File: config.mk
export PLATFORM = sky130hd
export DESIGN_NAME = cdr_link_supervisor
export DESIGN_NICKNAME = d
export VERILOG_FILES = /design/src/rtl/cdr_link_supervisor.sv
export SDC_FILE = /design/constraint.sdc
export NUM_CORES = 1
export LEC_CHECK = 0
export BUFFER_PORTS_ARGS = -buffer_cell sky130_fd_sc_hd__buf_2
export CAP_MARGIN = 20
export CELL_PAD_IN_SITES_DETAIL_PLACEMENT = 0
export CELL_PAD_IN_SITES_GLOBAL_PLACEMENT = 1
export CORE_UTILIZATION = 46
export CTS_CLUSTER_DIAMETER = 50
export DETAILED_ROUTE_END_ITERATION = 8
export PLACE_DENSITY = 0.92
export SETUP_SLACK_MARGIN = 0.3
export SYNTH_ARGS = -nofsm -noshare
export SYNTH_HDL_FRONTEND = slang
export SYNTH_SLANG_ARGS = --single-unit
File: constraint.sdc
create_clock -name clk_link -period 3.65 [get_ports clk_link]
set_input_delay 0.1825 -clock clk_link [delete_from_list [all_inputs] [get_ports clk_link]]
set_output_delay 0.1825 -clock clk_link [all_outputs]
set_load 0.01 [all_outputs]
File: src/rtl/cdr_link_supervisor.sv
// Link supervisor for the Manchester CDR receive path: sequences CDR reset and
// acquisition, qualifies lock, polices the bit rate and retrains with backoff.
module cdr_link_supervisor #(
    parameter int HOLD_CYCLES  = 8,
    parameter int LOCK_TIMEOUT = 1024,
    parameter int STABLE_BITS  = 64,
    parameter int BACKOFF_BASE = 16,
    parameter int MAX_RETRY    = 4,
    parameter int RATE_WINDOW  = 256,
    parameter int RATE_MIN     = 60,
    parameter int RATE_MAX     = 68
) (
    input  logic       clk_link,
    input  logic       rst_n,
    input  logic       enable,
    input  logic       fault_clr,
    input  logic       cdr_locked,
    input  logic       cdr_bit_valid,
    output logic       cdr_rst_n,
    output logic       link_up,
    output logic       fault,
    output logic [2:0] state,
    output logic [2:0] retry_cnt,
    output logic [7:0] loss_cnt,
    output logic       rate_err
);

    typedef enum logic [2:0] {
        S_IDLE    = 3'd0,
        S_RESET   = 3'd1,
        S_ACQUIRE = 3'd2,
        S_QUALIFY = 3'd3,
        S_UP      = 3'd4,
        S_BACKOFF = 3'd5,
        S_FAULT   = 3'd6
    } state_t;

    localparam int BACKOFF_MAX = BACKOFF_BASE << (MAX_RETRY - 1);
    localparam int T_AB   = (LOCK_TIMEOUT > BACKOFF_MAX) ? LOCK_TIMEOUT : BACKOFF_MAX;
    localparam int T_SPAN = (T_AB > HOLD_CYCLES) ? T_AB : HOLD_CYCLES;
    localparam int TW     = $clog2(T_SPAN + 1);
    localparam int B_SPAN = (STABLE_BITS > RATE_WINDOW) ? STABLE_BITS : RATE_WINDOW;
    localparam int BW     = $clog2(B_SPAN + 1);
    localparam int WW     = (RATE_WINDOW > 1) ? $clog2(RATE_WINDOW) : 1;

    localparam logic [TW-1:0] HOLD_LAST   = TW'(HOLD_CYCLES - 1);
    localparam logic [TW-1:0] LOCK_LAST   = TW'(LOCK_TIMEOUT - 1);
    localparam logic [BW-1:0] STABLE_LAST = BW'(STABLE_BITS - 1);
    localparam logic [WW-1:0] WIN_LAST    = WW'(RATE_WINDOW - 1);
    localparam logic [BW:0]   CNT_MIN     = (BW + 1)'(RATE_MIN);
    localparam logic [BW:0]   CNT_MAX     = (BW + 1)'(RATE_MAX);
    localparam logic [2:0]    RETRY_LAST  = 3'(MAX_RETRY - 1);
    localparam logic [2:0]    RETRY_FULL  = 3'(MAX_RETRY);

    state_t        state_q;
    logic [TW-1:0] timer;
    logic [BW-1:0] bit_cnt;
    logic [WW-1:0] win;

    logic [TW-1:0] backoff_last;
    logic [BW:0]   win_total;
    logic          win_last;
    logic          rate_bad;
    logic          fail_acq;
    logic          fail_qual;
    logic          failure;

    assign backoff_last = TW'((BACKOFF_BASE << retry_cnt) - 1);

    // the strobe on the final window cycle still belongs to this window
    assign win_total = {1'b0, bit_cnt} + {{BW{1'b0}}, cdr_bit_valid};
    assign win_last  = (win == WIN_LAST);
    assign rate_bad  = (win_total < CNT_MIN) || (win_total > CNT_MAX);

    assign fail_acq  = (state_q == S_ACQUIRE) && !cdr_locked
                       && (timer == LOCK_LAST);
    assign fail_qual = (state_q == S_QUALIFY) && !cdr_locked;
    assign failure   = fail_acq || fail_qual;

    always_ff @(posedge clk_link or negedge rst_n) begin
        if (!rst_n) begin
            state_q   <= S_IDLE;
            timer     <= '0;
            bit_cnt   <= '0;
            win       <= '0;
            retry_cnt <= '0;
            loss_cnt  <= '0;
            rate_err  <= 1'b0;
        end else begin
            rate_err <= 1'b0;
            if (!enable) begin
                state_q   <= S_IDLE;
                timer     <= '0;
                bit_cnt   <= '0;
                win       <= '0;
                retry_cnt <= '0;
            end else if ((state_q == S_FAULT) && fault_clr) begin
                state_q   <= S_RESET;
                timer     <= '0;
                retry_cnt <= '0;
            end else if (failure) begin
                timer <= '0;
                if (retry_cnt == RETRY_LAST) begin
                    state_q   <= S_FAULT;
                    retry_cnt <= RETRY_FULL;
                end else begin
                    state_q <= S_BACKOFF;
                end
            end else begin
                case (state_q)
                    S_IDLE: begin
                        state_q <= S_RESET;
                        timer   <= '0;
                    end
                    S_RESET: begin
                        if (timer == HOLD_LAST) begin
                            state_q <= S_ACQUIRE;
                            timer   <= '0;
                        end else begin
                            timer <= timer + TW'(1);
                        end
                    end
                    S_ACQUIRE: begin
                        if (cdr_locked) begin
                            state_q <= S_QUALIFY;
                            bit_cnt <= '0;
                        end else begin
                            timer <= timer + TW'(1);
                        end
                    end
                    S_QUALIFY: begin
                        if (cdr_bit_valid) begin
                            if (bit_cnt == STABLE_LAST) begin
                                state_q   <= S_UP;
                                retry_cnt <= '0;
                                bit_cnt   <= '0;
                                win       <= '0;
                            end else begin
                                bit_cnt <= bit_cnt + BW'(1);
                            end
                        end
                    end
                    S_UP: begin
                        // lock loss wins over a coincident rate failure
                        if (!cdr_locked || (win_last && rate_bad)) begin
                            state_q  <= S_RESET;
                            timer    <= '0;
                            rate_err <= cdr_locked;
                            if (loss_cnt != 8'hFF) begin
                                loss_cnt <= loss_cnt + 8'd1;
                            end
                        end else if (win_last) begin
                            win     <= '0;
                            bit_cnt <= '0;
                        end else begin
                            win     <= win + WW'(1);
                            bit_cnt <= bit_cnt + {{(BW-1){1'b0}}, cdr_bit_valid};
                        end
                    end
                    S_BACKOFF: begin
                        if (timer == backoff_last) begin
                            state_q   <= S_RESET;
                            timer     <= '0;
                            retry_cnt <= retry_cnt + 3'd1;
                        end else begin
                            timer <= timer + TW'(1);
                        end
                    end
                    S_FAULT: begin
                        state_q <= S_FAULT;
                    end
                    default: begin
                        state_q <= S_IDLE;
                        timer   <= '0;
                    end
                endcase
            end
        end
    end

    assign state     = state_q;
    assign cdr_rst_n = (state_q == S_ACQUIRE) || (state_q == S_QUALIFY)
                       || (state_q == S_UP);
    assign link_up   = (state_q == S_UP);
    assign fault     = (state_q == S_FAULT);

endmodule

Word level (Yosys, flattened, before mapping)
Cells that the tools add are included.
{ "totals": {"wordCells": 119, "register_bits": 43, "output_inout_bits": 18, "input_bits": 6} }
{ "op_classes": {"n_lt_le_gt_ge": 2, "n_bitwise": 2, "n_mux": 49, "eq_ne": 31, "reduce_logical": 19, "shifts": 1, "n_addsub": 8} }
{ "ops": {"columns": ["cell", "count"], "rows": [
  ["$mux W11", 7],
  ["$mux W9", 8],
  ["$mux W8", 7],
  ["$pmux W11 S5", 1],
  ["$mux W3", 16],
  ["$pmux W9 S3", 1],
  ["$reduce_and A6 Y1", 4],
  ["$pmux W3 S7", 1],
  ["$add A8 B1 Y8 const B", 2],
  ["$pmux W8 S2", 1],
  ["$ne A5 B4 Y1 const B", 3],
  ["$add A11 B1 Y11 const B", 1],
  ["$eq A11 B10 Y1 const B", 1],
  ["$eq A11 B11 Y1", 1],
  ["$eq A11 B3 Y1 const B", 1],
  ["$shl A5 B3 Y11 const A", 1],
  ["$sub A11 B2 Y11 const B", 1],
  ["$add A9 B1 Y10", 1],
  ["$gt A10 B7 Y1 const B", 1],
  ["$lt A10 B6 Y1 const B", 1],
  ["$ne A5 B5 Y1 const B", 2],
  ["$add A9 B1 Y9", 1],
  ["$add A9 B1 Y9 const B", 1],
  ["$eq A3 B2 Y1 const B", 3],
  ["26 further kinds", 45]
]} }

Depth between registers and ports, before layout
Gate-level depths: netlist of run 1.
{ "logic_depth": {"word_depth": 10, "depth_mapped": 11, "ltp_nobuf": 9} }

Least setup slack after synthesis of run 1
No wires, ideal clock.
{ "synth_path": {"kind": "register to register", "start": "register bit_cnt[0]", "end": "register timer[9]", "setup_ns": 0.121, "synth_period_minus_slack_ns": 2.699, "required_time_ns": 3.529, "arrival_ns": 2.578, "path_slack_ns": 0.951, "stages_incl_launch_ff": 11, "n_path_buf": 1, "cell_sequence": "dfrtp_1 ha_1 ha_1 o21ai_0 or3b_1 a22o_1 a211o_1 o221ai_4 buf_6 o21ai_1 a22o_1"} }
{ "synth_via": {"elab_chain_len": 7, "word_cells_on_any_way": 8, "cone_classes": "add/sub: 1; order compare: 2; eq/ne: 1; reduce/logical: 4"} }
{ "synth_lines": {"columns": ["item", "line_no", "source"], "rows": [
  ["start, declared", "57", "logic [BW-1:0] bit_cnt;"],
  ["start signal, assigned", "139", "bit_cnt <= bit_cnt + BW'(1);"],
  ["start signal, assigned", "157", "bit_cnt <= bit_cnt + {{(BW-1){1'b0}}, cdr_bit_valid};"],
  ["$add A9 B1 Y10 *", "71", "assign win_total = {1'b0, bit_cnt} + {{BW{1'b0}}, cdr_bit_valid};"],
  ["$lt A10 B6 Y1 or $gt A10 B7 Y1 (tied branches)", "73", "assign rate_bad = (win_total < CNT_MIN) || (win_total > CNT_MAX);"],
  ["$logic_or A1 B1 Y1 *", "73", null],
  ["$logic_and A1 B1 Y1 *", "145", "if (!cdr_locked || (win_last && rate_bad)) begin"],
  ["$logic_or A1 B1 Y1 *", "145", null],
  ["$ne A5 B2 Y1 (no source line) *", null, null],
  ["$reduce_and A3 Y1 (no source line) *", null, null],
  ["end signal, assigned", "120", "timer <= timer + TW'(1);"],
  ["end signal, assigned", "128", "timer <= timer + TW'(1);"],
  ["end signal, assigned", "166", "timer <= timer + TW'(1);"],
  ["end, declared", "56", "logic [TW-1:0] timer;"]
]} }
Mark *: on every way between the ends. The rest lies on a longest branch, timed or not.
A chain may end at the register's enable or synchronous reset.

Worst setup path after layout of run 1
{ "layout_path": {"start": "register bit_cnt[0]", "end": "register timer[8]"} }
Same word-level chain as after synthesis.

==> key figures, run 1 <==
Routing
  • Met2 WL: between 3000 and 4000 µm
  • Top Metal Used: met4
  • Drt initial violations: 205
  • M1 wire length: around 3600 µm
  • Total length of routed wires: around 7400 µm
  • Post-route ant nets: 0
  • DR WL met3: approximately 160 µm
  • Drt via density: a little over 6
  • Routed len/inst: 15.6 µm
  • Pre-antenna DRT Iters: 4
  • Number of remaining DRC errors: 0
  • Via count: between 2,000 and 3,000

Run status
  • Status: complete, no violations

Place
  • Port bufs: 23
  • Post-detail-place hpwl: around 5400 µm
  • Place WS: 661 ps
  • Routability cong.: around 0.94
  • Placement Cell Area: ~3300 µm²

Yosys
  • Synthesized Nets: 400
  • Post-Synth Adder-Cell Area: 0.0429
  • Post-synthesis mux area share: 0.0429
  • Synth Instances: about 380
  • Ys Warns: 0
  • Synthesis-stage register bit count: 43
  • Synthesized area: 3210 µm²
  • Post-synth ARST share: 1.00
  • Synth Flop Type: dfrtp_1
  • Synthesized area per cell: between 8 and 9 µm²
  • XOR/XNOR share of the synthesized area: 0.0382
  • Synth unique cells: 64
  • Sequential area share after synthesis: 0.335
  • Simple-gate share of the synthesized area: 0.265
  • Largest family of logic cells by synthesized area: simple AND/OR/NAND/NOR gates
  • Post-synth EDFFs: 0
  • Synth Area in Compound Gates: 0.224

GRT
  • First-pass GRT wire length: around 12,000 µm
  • Aggregate global routing overflow: 0
  • Vias in the first global route: around 2,700
  • Initial antenna violation count: 0
  • Largest net degree at the start of global routing: between 40 and 50
  • GRT Total Usage: 0.211

STA
  • Final min period: 3000 ps
  • Hold WS: approximately 18 ps
  • Setup clock skew after layout: 13.2 ps
  • Setup TNS: 0 ps
  • Final setup fails: 0
  • Worst Max-Slew Pin Slew: between 900 and 1000 ps
  • Relative slew slack: 0.357
  • RSZ-0062 raised after global routing: no
  • Final worst path period share: 0.821
  • Final WS setup: ~650 ps
  • Fmax: about 330 MHz
  • Slew Viols, Final: 0
  • Final hold viol count: 0

Worst setup path
  • WS Path Type: reg2reg
  • Crit Path Max Fanout: 14
  • WP data arrival: 3160 ps
  • CP startpoint kind: flop
  • CP endpoint kind: flop
  • Worst Path Required: roughly 3800 ps
  • Worst reg-to-reg path cell count: 9

Clocking
  • Clock buffer count from CTS: 5
  • CTS tree: built
  • Clock Path Buffers: 2
  • Clk Latency, worst-skew pair: just over 300 ps
  • Post-CTS setup buffer count: 0
  • CTS root buffer: clkbuf_8
  • Worst-path clk slew: roughly 100 ps
  • CTS H-tree lvls: 2
  • Clock sinks: 43
  • PostCTS Resize Cnt: 0
  • Hold-fix buffers at CTS: 0

Finish
  • Register area: 1080 µm²
  • Commonest non-fill, non-tap cell in the layout: dfrtp_1
  • Layout area overhead: 7.09%
  • Fill cell count: 667
  • Most frequent cells in the layout: 43 x dfrtp_1, 37 x nand2_1, 30 x nor2_1, 27 x nand3_1, 23 x buf_2
  • Share of layout cells above drive strength 1: 0.127
  • Design area: 3440 µm²
  • Area occupied by multi-input gates: slightly below 2000 µm²
  • Antenna cells: 0
  • Final core area utilization: 0.509
  • Layout net count: slightly above 400

Pwr
  • Lkg Pwr: approximately 1.5 nW
  • Pwr Density: 393 nW/µm²
  • Maximum VDD drop: ~0.22 mV

Job
  • Max Cap Viol: 0

Floorplanning
  • Initial cell density of the core: 0.475
  • Core area: a little under 7000 µm²
  • Die Ht: roughly 86 µm
  • Die X-Extent: between 80 and 90 µm
  • Ports: 24
  • Row count: 30
  • Die area: 7320 µm²

Worst hold path
  • Worst hold path class: in2async
[synth_stat cells, drive strengths merged (3+ instances only)]
cell type / count / area share
dfrtp: 43 / 0.34
nand2: 37 / 0.043
nor2: 30 / 0.035
nand3: 27 / 0.042
o21ai: 25 / 0.040
a21oi: 16 / 0.025
buf: 14 / 0.025
a31oi: 13 / 0.025
inv: 13 / 0.015
nor3: 12 / 0.019
ha: 11 / 0.043
and3: 10 / 0.019
clkbuf: 10 / 0.012
nand4: 10 / 0.019
xnor2: 9 / 0.025
mux2i: 7 / 0.022
a22o: 6 / 0.016
mux2: 6 / 0.021
o31ai: 6 / 0.014
a21o: 5 / 0.012
nand2b: 5 / 0.0097
nor4: 5 / 0.012
or3: 5 / 0.0097
xor2: 5 / 0.014
a221oi: 4 / 0.013
o311ai: 4 / 0.011
a22oi: 3 / 0.0070
nand3b: 3 / 0.0070
nor2b: 3 / 0.0082
nor4b: 3 / 0.0082
o22a: 3 / 0.0082
or2: 3 / 0.0058
[state kept, by name, summed over array words and instances, names as in the netlist]
signal,cells
rate_err,1
bit_cnt,9
loss_cnt,8
timer,11
state,3
win,8
retry_cnt,3
[power breakdown]
part | switching [mW] | leakage, nW | internal, mW | total, mW
combinational | 0.288 | 0.883 | 0.173 | 0.461
sequential | 0.0611 | 0.596 | 0.503 | 0.564
clock | 0.188 | 0.0443 | 0.137 | 0.326
[path summary, 6_finish.rpt]
check	end	startpoint	slack (ps)
max	timer[8]	bit_cnt[0]	650
min	retry_cnt[0]	rst_n	20
max reg2reg	timer[8]	bit_cnt[0]	650
min reg2reg	win[7]	win[7]	500
max in group asynchronous	loss_cnt[2]	rst_n	3020
min in group clk_link	bit_cnt[1]	enable	250
[through the flow]
| stage | instances | total power, mW |
|---|---|---|
| finish | 475 | 1.35 |
| global route | 475 | 1.43 |
| CTS | 474 | 1.35 |
| detailed placement | 466 | 1.03 |
| global placement | 466 | 1.02 |
| floorplan | 383 | 0.908 |
[layout make-up]
cell class                      count  share of cell area
Multi-Input combinational cell    303               0.572
Clock inverter                      3             0.00728
Inverter                           13              0.0142
Timing Repair Buffer               28              0.0444
Tap cell                           80              0.0291
Clock buffer                        5              0.0200
Sequential cell                    43               0.313
[routing by layer]
metal | up-vias | track usage
met4 | 0 | 0.0636
met5 | - | 0
met2 | 43 | 0.351
met3 | 9 | 0.0298
met1 | 1433 | 0.285
li1 | 1463 | -
[critical path, cell delays in order, from the launching register on]
cell      delay, ps
dfrtp_1         430
ha_1            230
ha_1            310
o21ai_0         130
or3b_1          350
a22o_1          220
a211o_1         370
o221ai_4        430
nand2b_1        250
o311ai_0        140
[cells by family (layout without fill, tap and decap cells)]
kind of cell,Yosys count,count (layout)
simple gates,163,163
compound gates,102,102
flops,43,43
buf+inv,37,49
xor+xnor,14,14
mux,13,13
fa+ha+maj,11,11
Note: power is estimated with default switching activity, not from simulation.
==> run 2: changes to the inputs <==
--- a/config.mk
+++ b/config.mk
@@ -9,10 +9,10 @@
 export CAP_MARGIN = 20
 export CELL_PAD_IN_SITES_DETAIL_PLACEMENT = 0
 export CELL_PAD_IN_SITES_GLOBAL_PLACEMENT = 1
-export CORE_UTILIZATION = 46
+export CORE_UTILIZATION = 42
 export CTS_CLUSTER_DIAMETER = 50
 export DETAILED_ROUTE_END_ITERATION = 8
-export PLACE_DENSITY = 0.92
+export PLACE_DENSITY = 0.89
 export SETUP_SLACK_MARGIN = 0.3
 export SYNTH_ARGS = -nofsm -noshare
 export SYNTH_HDL_FRONTEND = slang
==> constraint.sdc (replaced) <==
create_clock -name clk_link -period 2.55 [get_ports clk_link]
set_input_delay 0.1275 -clock clk_link [delete_from_list [all_inputs] [get_ports clk_link]]
set_output_delay 0.1275 -clock clk_link [all_outputs]
set_load 0.01 [all_outputs]
==> key figures, run 2 (synthesis results as in run 1) <==
Worst setup path
  • WS Path Type: reg2reg
  • Most frequent CP cell: ha_4
  • Crit Path Max Fanout: 7
  • CP startpoint kind: flop
  • Worst Path Buf+Inv: 0
  • CP startpoint: retry_cnt[1]
  • R2R Path Start: retry_cnt[1]
  • CP Depth: 9
  • Crit path cell chain: ha_4 -> ha_4 -> xor2_2 -> or3_4 -> a221oi_4 -> a31oi_4 -> a31o_4 -> nor2b_4 -> a221o_1
  • Worst Path Required: between 2000 and 3000 ps
  • Slowest cell on crit path: dfrtp_2
  • Worst reg-to-reg path cell count: 9
  • WP data arrival: approximately 2800 ps
  • CP endpoint kind: flop
  • CP top delay family: compound AO/OA/AOI/OAI gates
  • CP peak stage delay: about 480 ps

Pwr
  • Seq pwr share: 0.348
  • Pwr Density: about 530 nW/µm²
  • Int Power: roughly 1.4 mW
  • Clk pwr share: 0.206
  • Sw Pwr: slightly below 0.9 mW
  • Logic gate share of total power: 0.446
  • Lkg Pwr: 1.87 nW
  • Net Sw Frac: 0.394
  • Maximum VDD drop: roughly 0.24 mV
  • Pwr Total: approximately 2.2 mW

Routing
  • Drt via density: 5.91
  • Routed len/inst: about 16 µm
  • Drt initial violations: around 230
  • Via count: approximately 3,200
  • DR WL met3: approximately 330 µm
  • Total length of routed wires: roughly 8700 µm
  • Top Metal Used: met4
  • Number of remaining DRC errors: 0
  • Met2 WL: between 4000 and 5000 µm
  • Pre-antenna DRT Iters: 5
  • M1 wire length: between 3000 and 4000 µm
  • Post-route ant nets: 0

Run status
  • Failing checks: setup timing
  • Status: complete, but fails checks

Place
  • Routability cong.: roughly 0.86
  • Placement Cell Area: ~3700 µm²
  • Port bufs: 23
  • Post-detail-place hpwl: around 6200 µm
  • Placed Cells incl. Taps: 525

Finish
  • Largest Register: timer
  • Commonest non-fill, non-tap cell in the layout: dfrtp_1
  • Register area: between 1000 and 1500 µm²
  • Most frequent cells in the layout: 41 x dfrtp_1, 39 x buf_4, 30 x nand2_1, 26 x nor2_1, 25 x nand3_1
  • Area occupied by multi-input gates: around 2300 µm²
  • Final core area utilization: 0.577
  • Layout net count: roughly 460
  • Largest regs: timer x11, bit_cnt x9
  • Design area: about 4200 µm²
  • Fill cell count: between 600 and 700
  • Antenna cells: 0
  • Max reg flops: 11
  • Layout area overhead: 31.7%
  • Share of layout cells above drive strength 1: 0.322
  • Non-filler cells, final: 540

STA
  • Final hold viol count: 0
  • RSZ-0062 raised after global routing: yes
  • Hold WS: 220 ps
  • Relative slew slack: 0.349
  • Final min period: approximately 2600 ps
  • Final setup fails: 6
  • Worst Max-Slew Pin Slew: between 900 and 1000 ps
  • Fmax: 381 MHz
  • Slew Viols, Final: 0
  • Final worst path period share: 1.03
  • Setup clock skew after layout: ~16 ps
  • Final WS setup: -71.6 ps

GRT
  • GRT Total Usage: 0.224
  • First-pass GRT wire length: about 14,000 µm
  • Initial antenna violation count: 0
  • Largest net degree at the start of global routing: 32
  • Vias in the first global route: roughly 3,000
  • Aggregate global routing overflow: 0

Worst hold path
  • HP Start: enable
  • Hold Path Stages: 3
  • Worst hold path class: in2reg

Job
  • Max Cap Viol: 0

Clocking
  • CTS tree: built
  • Clock Path Buffers: 2
  • CTS H-tree lvls: 2
  • Clock buffer count from CTS: 5
  • Worst-path clk slew: around 100 ps
  • Clk Latency, worst-skew pair: roughly 300 ps
  • Clock sinks: 43
  • CTS root buffer: clkbuf_8

Floorplanning
  • Die Ht: between 80 and 90 µm
  • Core area: ~7300 µm²
  • Row count: 31
  • Initial cell density of the core: 0.438
  • Die area: roughly 8000 µm²
  • Ports: 24
  • Die X-Extent: roughly 90 µm
run 2: area by class of cell:
type                    instances  area share
repair buffers                 74       0.128
well taps                      99      0.0293
inverters                      13      0.0115
multi-input cells             303       0.554
clock inverters                 3     0.00562
clock buffers                   5      0.0163
flip-flops and latches         43       0.255
run 2: path summary, 6_finish.rpt:
path                                end  slack [ps]
hold / removal                 state[0]         220
setup / recovery               timer[4]         -70
max in group asynchronous        win[7]        1430
min in group asynchronous  retry_cnt[0]         430
hold reg to reg                  win[7]         500
setup reg to reg               timer[4]         -70
run 2: routing by layer:
layer  GRT usage  vias up
met5           0        -
met4      0.0693        0
met3      0.0379       12
met2       0.396       85
met1       0.280     1553
li1            -     1543
run 2: power groups by stage:
| stage | sequential [mW] | combinational [mW] | clock (mW) |
|---|---|---|---|
| detailed placement | 0.788 | 0.817 | 0 |
| global placement | 0.784 | 0.807 | 0 |
| finish | 0.776 | 0.993 | 0.458 |
| floorplan | 0.786 | 0.526 | 0 |
| global route | 0.786 | 1.08 | 0.509 |
| CTS | 0.774 | 0.904 | 0.478 |
run 2: worst min-delay path: cells and delay by family:
kind,cells,cell delay [ps]
mux,1,70
buf+inv,1,180
compound gates,1,100
run 2: through the flow:
stage | setup slack (ps) | setup TNS, ps
floorplan | -41.0 | -67.8
global placement | -47.0 | -94.3
detailed placement | -67.6 | -511
CTS | -60.0 | -201
global route | -141 | -1110
finish | -71.6 | -128
run 2: repair_timing:
item / 4_1_cts / 5_1_grt
setup buffers: 3 / 3
hold buffers: 1 / 0
resized for setup: 39 / 40
endpoints found under the hold margin: 30 / 0
setup endpoints to repair: 36 / 41
cloned: 0 / 0
pin swaps: 17 / 16
==> run 3: changes to the inputs <==
--- a/config.mk
+++ b/config.mk
@@ -7,9 +7,7 @@
 export LEC_CHECK = 0
 export BUFFER_PORTS_ARGS = -buffer_cell sky130_fd_sc_hd__buf_2
 export CAP_MARGIN = 20
-export CELL_PAD_IN_SITES_DETAIL_PLACEMENT = 0
-export CELL_PAD_IN_SITES_GLOBAL_PLACEMENT = 1
-export CORE_UTILIZATION = 42
+export CORE_UTILIZATION = 55
 export CTS_CLUSTER_DIAMETER = 50
 export DETAILED_ROUTE_END_ITERATION = 8
 export PLACE_DENSITY = 0.89
==> key figures, run 3 (synthesis results as in run 1) <==
Place
  • Port bufs: 23
  • Post-detail-place hpwl: 5990 µm
  • Placed Cells incl. Taps: 495
  • Routability cong.: 0.934

STA
  • Final hold viol count: 43
  • Final WS setup: -135 ps
  • Setup clock skew after layout: around 5.2 ps
  • Relative slew slack: 0.351
  • RSZ-0062 raised after global routing: yes
  • Fmax: 372 MHz
  • Slew Viols, Final: 0
  • Hold WS: -32.2 ps
  • Worst Max-Slew Pin Slew: slightly below 1000 ps
  • Final setup fails: 18
  • Final min period: ~2700 ps
  • Final worst path period share: 1.05

Clocking
  • Worst-path clk slew: approximately 90 ps
  • CTS tree: built
  • Clk Latency, worst-skew pair: 310 ps
  • Clock Path Buffers: 2
  • CTS H-tree lvls: 2
  • CTS root buffer: clkbuf_8
  • Clock sinks: 43
  • Clock buffer count from CTS: 5

Floorplanning
  • Die area: between 6000 and 7000 µm²
  • Ports: 24
  • Initial cell density of the core: 0.576
  • Die Ht: around 78 µm
  • Die X-Extent: slightly below 80 µm
  • Row count: 27
  • Core area: around 5600 µm²

Routing
  • Total length of routed wires: between 9000 and 10,000 µm
  • Via count: approximately 3,400
  • Pre-antenna DRT Iters: 6
  • Drt initial violations: 392
  • Drt via density: approximately 6.6
  • Routed len/inst: 17.7 µm
  • Post-route ant nets: 0
  • Number of remaining DRC errors: 0

Finish
  • Largest Register: timer
  • Largest regs: timer x11, bit_cnt x9
  • Layout area overhead: 27.3%
  • Non-filler cells, final: 508
  • Share of layout cells above drive strength 1: 0.310
  • Commonest non-fill, non-tap cell in the layout: dfrtp_1
  • Max reg flops: 11
  • Layout net count: roughly 450
  • Antenna cells: 0
  • Most frequent cells in the layout: 41 x dfrtp_1, 39 x buf_4, 33 x nand2_1, 29 x nor2_1, 27 x nand3_1
  • Fill cell count: approximately 380

Worst hold path
  • Worst hold path class: in2async

Worst setup path
  • Slowest cell on crit path: dfrtp_1
  • Worst Path Required: 2750 ps
  • Crit Path Max Fanout: 7
  • WP data arrival: 2890 ps
  • Crit path cell chain: ha_4 -> ha_4 -> o21ai_2 -> or3b_1 -> a22o_1 -> a211o_1 -> o221ai_4 -> buf_6 -> o21ai_2 -> a22o_1
  • WS Path Type: reg2reg
  • CP peak stage delay: between 400 and 500 ps
  • CP startpoint kind: flop
  • CP endpoint kind: flop
  • Worst reg-to-reg path cell count: 10

Run status
  • Failing checks: hold timing, setup timing
  • Status: complete, but fails checks

GRT
  • Initial antenna violation count: 0
  • Aggregate global routing overflow: 0
  • GRT Total Usage: 0.283
  • Largest net degree at the start of global routing: 44
  • Vias in the first global route: around 3,200
  • First-pass GRT wire length: between 10,000 and 15,000 µm

Pwr
  • Pwr Density: 535 nW/µm²
  • Maximum VDD drop: between 0.4 and 0.5 mV
  • Lkg Pwr: 1.79 nW

Job
  • Max Cap Viol: 0
[run 3: changes by cell type in the layout (fill, tap and decap cells not counted), moves of 3 or more]
| cell | delta |
|---|---|
| a31oi_1 | -3 |
| buf_6 | -5 |
| mux2_2 | +4 |
| mux2_4 | -4 |
| nand2_1 | +3 |
| nand2_4 | -3 |
| nor2_1 | +3 |
| nor3_1 | -3 |
| nor3_2 | +3 |
[run 3: final timing paths]
check | to | from | slack (ps)
setup / recovery | timer[9] | bit_cnt[0] | -140
hold / removal | retry_cnt[0] | rst_n | -30
setup reg to reg | timer[9] | bit_cnt[0] | -140
hold reg to reg | win[0] | win[0] | 510
max in group asynchronous | retry_cnt[1] | rst_n | 1930
min in group clk_link | retry_cnt[1] | enable | 210
[run 3: repair_timing]
| item | 4_1_cts | 5_1_grt |
|---|---|---|
| hold buffers | 0 | 0 |
| pin swaps | 10 | 14 |
| setup buffers | 2 | 3 |
| resized for setup | 13 | 44 |
| setup endpoints to repair | 42 | 42 |
[run 3: worst max-delay path, delay by kind of cell (launching register included)]
family,cells,cell delay [ps]
buffers and inverters,1,180
AOI/OAI and AO/OA,6,1230
adders and majority gates,2,390
and+or+nand+nor,1,360
DFF,1,420
[run 3: metal layers]
layer  track usage  wire (µm)
met5             0          0
met4         0.106        210
met3        0.0384        563
met2         0.497       4590
met1         0.352       3650
[run 3: cell type report]
class / instances / area (µm²) / area share
clock inverter: 3 / 20.0 / 0.00490
timing repair buffer: 69 / 495 / 0.121
clock buffer: 5 / 68.8 / 0.0168
tap: 72 / 90.1 / 0.0220
inverter: 13 / 48.8 / 0.0119
multi-input combinational: 303 / 2290 / 0.559
sequential: 43 / 1080 / 0.264
[run 3: per-stage QoR]
step / setup WS, ps / utilization / setup TNS [ps] / total power, mW / area, µm²
floorplan: -41.0 / - / -67.8 / 1.31 / 3280
global placement: -62.2 / 0.660 / -212 / 1.57 / 3680
detailed placement: -127 / 0.660 / -1020 / 1.61 / 3680
CTS: -97.9 / 0.690 / -748 / 2.07 / 3840
global route: -220 / 0.734 / -3230 / 2.29 / 4090
finish: -135 / 0.734 / -1020 / 2.19 / 4090
[run 3: power by group]
part	leakage, nW	internal [mW]	total [mW]	switching, mW
Sequential	0.593	0.721	0.784	0.0632
Clock	0.0402	0.191	0.458	0.267
Combinational	1.16	0.398	0.947	0.549
Total	1.79	1.31	2.19	0.879
